## src/rtl/smc_seq_ctrl.sv

```systemverilog
// Serial device front-end and sequencer: evaluates ID/gm per beat, keeps a descending
// sorted buffer of N_DEV results, then returns the weighted sum of the top or bottom K.
module smc_seq_ctrl #(
  parameter int N_DEV = 6,
  parameter int K     = 3,
  parameter int OUT_W = 10
) (
  input  logic             clk,
  input  logic             reset,
  input  logic             in_valid,
  output logic             in_ready,
  input  logic [1:0]       mode,
  input  logic [2:0]       W,
  input  logic [2:0]       V_GS,
  input  logic [2:0]       V_DS,
  output logic             out_valid,
  input  logic             out_ready,
  output logic [OUT_W-1:0] out_n
);

  localparam int CW = $clog2(N_DEV + 1);

  typedef enum logic [1:0] {S_IDLE, S_LOAD, S_SUM, S_DONE} state_t;

  state_t           r_state;
  state_t           w_state_nxt;
  logic [CW-1:0]    r_cnt;
  logic [1:0]       r_mode;
  logic [OUT_W-1:0] r_buf [N_DEV];
  logic [OUT_W-1:0] r_out;

  logic             w_acc;
  logic [1:0]       w_mode_eff;
  logic             w_triode;
  logic [11:0]      w_w, w_gs, w_ds, w_gs_m1, w_num;
  logic [OUT_W-1:0] w_val;
  logic [N_DEV-1:0] w_ge;
  logic [OUT_W-1:0] w_ins [N_DEV];
  logic [OUT_W-1:0] w_sum;
  logic [OUT_W-1:0] w_wt;

  assign in_ready  = (r_state == S_IDLE) || (r_state == S_LOAD);
  assign out_valid = (r_state == S_DONE);
  assign out_n     = r_out;
  assign w_acc     = in_valid && in_ready;

  // The first beat of a transaction evaluates with the live mode, later beats with the latched one.
  assign w_mode_eff = (r_state == S_IDLE) ? mode : r_mode;

  assign w_w     = {9'd0, W};
  assign w_gs    = {9'd0, V_GS};
  assign w_ds    = {9'd0, V_DS};
  assign w_gs_m1 = w_gs - 12'd1;
  assign w_triode = ({1'b0, V_GS}) > ({1'b0, V_DS} + 4'd1);

  always_comb begin
    w_num = 12'd0;
    if (V_GS != 3'd0) begin
      if (w_triode) begin
        if (w_mode_eff[0]) w_num = w_ds * w_w * ((w_gs << 1) - w_ds - 12'd2);
        else               w_num = (w_w * w_ds) << 1;
      end else begin
        if (w_mode_eff[0]) w_num = w_w * w_gs_m1 * w_gs_m1;
        else               w_num = (w_w * w_gs_m1) << 1;
      end
    end
  end

  assign w_val = OUT_W'(w_num / 12'd3);

  // Insert after all entries >= the new value, so ties land behind existing equals.
  always_comb begin
    for (int i = 0; i < N_DEV; i++) w_ge[i] = (r_buf[i] >= w_val);
    w_ins[0] = w_ge[0] ? r_buf[0] : w_val;
    for (int i = 1; i < N_DEV; i++) begin
      if (w_ge[i])        w_ins[i] = r_buf[i];
      else if (w_ge[i-1]) w_ins[i] = w_val;
      else                w_ins[i] = r_buf[i-1];
    end
  end

  always_comb begin
    w_sum = '0;
    w_wt  = '0;
    for (int j = 0; j < K; j++) begin
      w_wt  = r_mode[0] ? OUT_W'(3 + j) : OUT_W'(1);
      w_sum = w_sum + r_buf[r_mode[1] ? j : (N_DEV - K + j)] * w_wt;
    end
  end

  always_comb begin
    w_state_nxt = r_state;
    case (r_state)
      S_IDLE: if (w_acc) w_state_nxt = (N_DEV == 1) ? S_SUM : S_LOAD;
      S_LOAD: if (w_acc && (r_cnt == CW'(N_DEV - 1))) w_state_nxt = S_SUM;
      S_SUM:  w_state_nxt = S_DONE;
      S_DONE: if (out_ready) w_state_nxt = S_IDLE;
      default: w_state_nxt = S_IDLE;
    endcase
  end

  always_ff @(posedge clk) begin
    if (!reset) begin
      r_state <= S_IDLE;
      r_cnt   <= '0;
      r_mode  <= 2'b00;
      r_out   <= '0;
      for (int i = 0; i < N_DEV; i++) r_buf[i] <= '0;
    end else begin
      r_state <= w_state_nxt;
      if (w_acc) begin
        for (int i = 0; i < N_DEV; i++) r_buf[i] <= w_ins[i];
        if (r_state == S_IDLE) begin
          r_mode <= mode;
          r_cnt  <= CW'(1);
        end else begin
          r_cnt  <= r_cnt + CW'(1);
        end
      end
      if (r_state == S_SUM) r_out <= w_sum;
      if ((r_state == S_DONE) && out_ready) begin
        r_cnt <= '0;
        for (int i = 0; i < N_DEV; i++) r_buf[i] <= '0;
      end
    end
  end

endmodule

```

## config.mk

```make
export PLATFORM = sky130hd
export DESIGN_NAME = smc_seq_ctrl
export DESIGN_NICKNAME = d
export VERILOG_FILES = /design/src/rtl/smc_seq_ctrl.sv
export SDC_FILE = /design/constraint.sdc
export NUM_CORES = 1
export LEC_CHECK = 0
export CAP_MARGIN = 0
export CORE_ASPECT_RATIO = 1.2
export CORE_MARGIN = 2
export CORE_UTILIZATION = 45
export CTS_BUF_LIST = sky130_fd_sc_hd__clkbuf_16
export DETAILED_ROUTE_END_ITERATION = 8
export SLEW_MARGIN = 40
export SYNTH_ARGS = -nofsm -noshare
export SYNTH_HDL_FRONTEND = slang
export SYNTH_SLANG_ARGS = --single-unit
```

## constraint.sdc

```tcl
create_clock -name clk -period 19.2 [get_ports clk]
set_input_delay 2.88 -clock clk [delete_from_list [all_inputs] [get_ports clk]]
set_output_delay 2.88 -clock clk [all_outputs]
set_load 0.01 [all_outputs]
```

**Yosys cells after proc, flatten, opt, wreduce, memory -nomap -nowiden**

Memory sizes are Yosys's and may differ from the RTL's.
Cells that the tools add are included.

- Add/sub/neg operators: 7
- Multipliers: 7
- Divide/modulo/power cells: 1
- Order comparisons: 7
- Equal/unequal tests: 7
- Shifts and indexed selects: 0
- Muxes and demuxes: 46
- Bitwise logic cells: 13
- Reduce and logical (&&, ||, !) cells: 9

Operators by type and width:

| kind | count |
|---|---|
| $mux W10 | 23 |
| $ge A10 B10 Y1 | 6 |
| $mux W12 | 4 |
| $add A10 B10 Y10 | 2 |
| $mul A10 B3 Y10 | 2 |
| $mux W3 | 5 |
| $div A12 B2 Y12 const B | 1 |
| $mul A7 B6 Y12 | 1 |
| $mul A8 B4 Y12 | 1 |
| $or A1 B1 Y1 | 12 |
| $mul A10 B2 Y10 | 1 |
| $mux W2 | 5 |
| $mul A4 B4 Y8 | 1 |
| $mux W1 | 8 |
| $pmux W2 S4 | 1 |
| $mul A3 B3 Y6 | 1 |
| $sub A5 B3 Y6 const B | 1 |
| $sub A4 B3 Y5 | 1 |
| $add A3 B1 Y4 const B | 1 |
| $eq A2 B2 Y1 const B | 2 |
| $gt A3 B4 Y1 | 1 |
| $ne A2 B1 Y1 const B | 2 |
| $sub A3 B1 Y4 const B | 1 |
| $add A3 B1 Y3 const B | 1 |
| 11 further kinds | 13 |

- Register bits after elaboration: 17
- Latch bits: 0
- Memory bits (writable): 60
- ROM bits: 0
- Bits of input ports: 15
- Word-level logic and storage cells: 103
- Memories: 1

Memory list:

| name | words | bits a word | rd ports | clocked after memory_dff | wr ports | line | RTL |
|---|---|---|---|---|---|---|---|
| r_buf | 6 | 10 | 9 | 0 | 6 | 29 | `logic [OUT_W-1:0] r_buf [N_DEV];` |

**Logic depth before layout (Yosys ltp)**

Gate-level depths: netlist of run 1.

- Depth after elaboration: 12
- Gate-level depth with buffers: 60
- Depth with buffers taken out: 54

**Worst setup path after synthesis of run 1**

Ideal clock, no wire load.

- Path kind: input port to flip-flop
- Start: in V_GS[2]
- End: mem r_buf[1][0], enable pin
- Arrival time: 15.681 ns
- Setup slack: 3.128 ns
- Stages: 55
- Buffers on the path: 3
- Cell sequence: buf_2 -> or3_1 -> clkbuf_1 -> inv_1 -> nand2b_1 -> fa_1 -> inv_1 -> ha_1 -> fa_1 -> ha_1 -> inv_1 -> fa_1 -> nand2b_1 -> o2bb2ai_1 -> xor2_1 -> or2_2 -> inv_1 -> fa_1 -> [... 19 more ...] -> nand4_1 -> a211oi_2 -> a21oi_1 -> ha_1 -> nand2b_1 -> a21o_1 -> a21o_1 -> a21oi_1 -> nor2b_1 -> o21ai_0 -> nand2b_1 -> a21oi_1 -> nor2b_1 -> o21ai_0 -> nand2b_1 -> a21oi_1 -> clkinv_1 -> o21ai_0

RTL lines:

| what | line | RTL |
|---|---|---|
| from (decl) | 14 | `input logic [2:0] V_GS,` |
| to (decl) | 29 |  |

==> impl_metrics.ini, run 1 <==
[sta]
hold_violations = 0
fin_ws_ps = 1730
fin_crit_sh = 0.910
rsz0062_at_grt = no
fmax_mhz = 57.2
hold_slack_ps = 489
fin_tns_setup_ps = 0
clock_skew_ps = 13.6
worstMarginPinSlew_ps = 858
period_needed_ps = 17470
setup_viol = 0
slew-limit-headroom = 0.428
maxSlewViolCount = 0

[critical_path]
cpMaxStageDelayCell = clkdlybuf4s50_1
slowest_delay_ps = 690
cp.depth = 55
r2r_cells = 36
end_kind = flip-flop
start_kind = primary input
crit_type = primary input to flip-flop
cp_max_fo = 17
critPathArrivalTime_ps = 17510
cpMostUsedCell = ha_1
path_buf_inv = 7
cp_top_family = compound AO/OA/AOI/OAI gates
required_ps = 19240

[floorplan]
rows = 63
core_area_sq_um = 24700
dieWidth_microns = 148
die_area_sq_um = 26300
fp.dieH_microns = 177
io_pins = 27
start_util = 0.456

[drt]
drt-total-wl_mm = 28.2
drc = 0
first_iter_violations = 457
vias = 9200
ant_nets = 0
vias_per_cell = 5.68
dr.pass1.iters = 5
avgRoutedWirePerCell_microns = 17.4

[global_route]
grt_pass1_vias = 9296
antenna_found_initial = 0
grt_pass1_wl_mm = 47.4
grt.total_usage = 0.223
grt_max_degree = 61
gr-total-overflow = 0

[run_status]
status = complete, no violations

[synth]
ys_ff_latch = 77
synth_area_leaders = ha_1 19%, edfxtp_1 16%, fa_1 12%
syn_area_per_cell_sq_um = 8.79
syn_nets = 1534
synthDistinctLibCells = 80
yosysTopAreaCell = ha_1
synthArstFlopShare = 0
synth_area_sq_um = 11300
ys_seq_area_frac = 0.190
syn_inst = 1280
yosys.area.top_type_share = 0.189
synth_ff_type = edfxtp_1
yosys_warnings = 0
synth_edf_count = 60

[layout]
final_cell_mix = 170 x ha_1, 149 x nor2_1, 113 x inv_1
nets = 1543
drive_above_1_share = 0.0688
layout_commonest_cell = ha_1
stdcell_area_sq_um = 12200
syn2layout_area_growth_pct = 8.26
diodes = 0

[clock_network]
cts_buffers = 9
hold_buffers = 0
ctsResizeCount = 0
clkLatencyLatePin_ps = 340
root_buffer = clkbuf_16
ctsHtreeMaxLevel = 3
cts_tree = yes
post_cts_buffers = 0
cts.path.max_buffers = 2
path_clk_slew_ps = 70
cts.sinks = 77

[place]
placed_area_sq_um = 11900
post-dp-hpwl_mm = 22.5
gp_congestion = 0.856
place_ws_ps = 1530
portBuffers = 26

[min_path]
holdPathStages = 2
hold_class = flip-flop to flip-flop

[job]
cap_violations = 0
[kinds of logic (layout without fill, tap and decap cells)]
logic type / after synthesis / count (layout) / synth area share
AOI/OAI and AO/OA: 257 / 257 / 0.151
and+or+nand+nor: 427 / 427 / 0.184
buffers and inverters: 167 / 181 / 0.0587
muxes: 67 / 67 / 0.0663
adders and majority gates: 239 / 239 / 0.312
DFF: 77 / 77 / 0.190
xor gates and xnor gates: 46 / 46 / 0.0370
[synth_stat cells (11+ instances only)]
cell type	n
clkbuf_1	32
nor2b_1	37
a211oi_1	28
dfxtp_1	17
and2_1	40
mux2_2	16
nor2_1	149
nand2b_1	35
xnor2_1	27
o21a_1	11
mux2i_1	46
a21o_1	24
inv_1	113
ha_1	170
o21ai_0	40
nand3_1	23
edfxtp_1	60
and3_1	17
xor2_1	18
fa_1	69
nor3_1	16
a21oi_1	82
nand2_1	80
[worst reg2reg max path: cells and delay by family, from the launching register on]
family | cells | cell delay (ps)
fa+ha+maj | 3 | 1100
buf+inv | 3 | 560
simple gates | 11 | 2130
compound gates | 17 | 4510
mux | 2 | 750
flops | 1 | 340
[stage by stage]
step                 util  std cells
floorplan               -       1280
global placement    0.481       1603
detailed placement  0.481       1603
CTS                 0.493       1619
global route        0.494       1619
finish              0.494       1619
[layout make-up]
class | count | area [sq um]
clock buffer | 10 | 250
multi-input combinational | 1036 | 8480
tap | 325 | 407
inverter | 119 | 449
clock inverter | 6 | 42.5
sequential | 77 | 2140
timing repair buffer | 46 | 410
fill | 2390 | 12500
[worst paths after layout]
check / startpoint / endpoint / slack [ps]
max: V_GS[0] / r_buf[3][7]$_SDFFCE_PP0P_ / 1730
min: out_n[9]$_SDFFE_PN0P_ / out_n[9]$_SDFFE_PN0P_ / 490
max reg2reg: r_state[0]$_SDFFE_PN0P_ / r_buf[3][7]$_SDFFCE_PP0P_ / 9510
min reg2reg: out_n[9]$_SDFFE_PN0P_ / out_n[9]$_SDFFE_PN0P_ / 490
[routing by layer]
layer | track usage | vias to the layer above | wire length [microns] | part of all wire
met5 | 0 | - | 0 | 0
met2 | 0.434 | 232 | 15100 | 0.53
met4 | 0.0619 | 0 | 705 | 0.025
met3 | 0.0129 | 50 | 787 | 0.028
li1 | - | 4485 | - | -
met1 | 0.263 | 4433 | 11700 | 0.41
[registers in the layout, indices dropped and copies added (netlist names)]
register / count
r_buf: 60
r_cnt: 3
out_n: 10
r_state: 2
r_mode: 2
Power of run 1 is left out: the tool's default activity adds up to more than one toggle a clock period on the data nets, which glitch-free logic cannot reach.
==> run 2, diff against run 1 <==
Settings changed: CORE_UTILIZATION 45 to 59, PLACE_DENSITY set to 0.76.
==> impl_metrics.ini, run 2 (synthesized netlist as in run 1, its figures left out) <==
[layout]
fillers = 1598
diodes = 0
syn2layout_area_growth_pct = 7.24
drive_above_1_share = 0.0635
layout_commonest_cell = ha_1
max_flop_register = r_buf
stdcell_area_sq_um = 12100
final_cell_mix = 170 x ha_1, 149 x nor2_1, 115 x inv_1
largest_reg_flops = 60
nets = 1541

[sta]
worstMarginPinSlew_ps = 782
clock_skew_ps = 8.43
fin_tns_setup_ps = 0
period_needed_ps = 17420
fin_crit_sh = 0.907
slew-limit-headroom = 0.475
fmax_mhz = 57.4
setup_viol = 0
hold_violations = 0
rsz0062_at_grt = no
maxSlewViolCount = 0

[floorplan]
fp.dieH_microns = 155
dieWidth_microns = 130
rows = 55
start_util = 0.599
io_pins = 27
die_area_sq_um = 20200
core_area_sq_um = 18800

[critical_path]
start_kind = primary input
end_kind = flip-flop
cpMaxStageDelayCell = clkdlybuf4s50_1
cp_max_fo = 17
path_buf_inv = 7
crit_type = primary input to flip-flop
cpMostUsedCell = ha_1
required_ps = 19230
critPathArrivalTime_ps = 17450
slowest_delay_ps = 720
cp.depth = 55
cp_top_family = compound AO/OA/AOI/OAI gates
r2r_cells = 36

[drt]
vias = 9211
drc = 0
dr.pass1.iters = 5
ant_nets = 0
first_iter_violations = 725
top_layer = met4
avgRoutedWirePerCell_microns = 17.1
dr_wl_met2_mm = 13.8
vias_per_cell = 5.95
drt-total-wl_mm = 26.5
met1Wirelength_mm = 10.7
met3_length_microns = 890

[global_route]
antenna_found_initial = 0
gr-total-overflow = 0
grt.total_usage = 0.273
grt_pass1_wl_mm = 44.3
grt_max_degree = 61
grt_pass1_vias = 9284

[place]
placed_area_sq_um = 11800
portBuffers = 26
gp_congestion = 0.882
post-dp-hpwl_mm = 21.2

[clock_network]
ctsResizeCount = 0
ctsHtreeMaxLevel = 3
hold_buffers = 0
path_clk_slew_ps = 60
post_cts_buffers = 0
root_buffer = clkbuf_16
cts_tree = yes
cts.sinks = 77
cts_buffers = 9
cts.path.max_buffers = 2
clkLatencyLatePin_ps = 340

[min_path]
holdPathStages = 2
hold_class = flip-flop to flip-flop

[job]
cap_violations = 0

[run_status]
status = complete, no violations
==> run 2: cell count changes in the layout (fill, tap and decap cells not counted), sizes merged <==
cell	previous run	this run
clkbuf	10	9
bufinv	0	1
buf	20	18
clkinvlp	0	2
clkinv	5	3
==> run 2: final cells by class <==
class,instances,area [sq um],share of cell area
clock buffers,9,225,0.0187
multi-input cells,1036,8470,0.702
inverters,119,449,0.0372
repair buffers,44,395,0.0328
clock inverters,7,60.1,0.00498
well taps,256,320,0.0265
flip-flops and latches,77,2140,0.178
==> run 2: per-layer routing <==
layer,up-vias,global-route usage
met5,-,0
met4,0,0.121
met2,249,0.504
li1,4484,-
met3,69,0.0234
met1,4409,0.317
==> run 2: stage by stage <==
step	worst slack (ps)	utilization	instances	hold slack, ps
finish	1780	0.642	1548	463
global placement	1730	0.626	1532	441
floorplan	3130	-	1280	458
detailed placement	1610	0.627	1532	455
global route	509	0.642	1548	473
CTS	1890	0.642	1548	463
==> run 2: final timing paths <==
check                               start                        end  slack (ps)
hold reg to reg    r_mode[1]$_SDFFE_PN0P_     r_mode[1]$_SDFFE_PN0P_         460
hold / removal     r_mode[1]$_SDFFE_PN0P_     r_mode[1]$_SDFFE_PN0P_         460
setup reg to reg  r_state[0]$_SDFFE_PN0P_  r_buf[2][8]$_SDFFCE_PP0P_        9690
setup / recovery                  V_GS[0]  r_buf[2][8]$_SDFFCE_PP0P_        1780
==> run 2: worst min-delay path: stages (launching register included) <==
cell     delay, ps
dfxtp_1        310
nand2_1         50
a21oi_1         50
Power of run 2 is left out for the same reason.
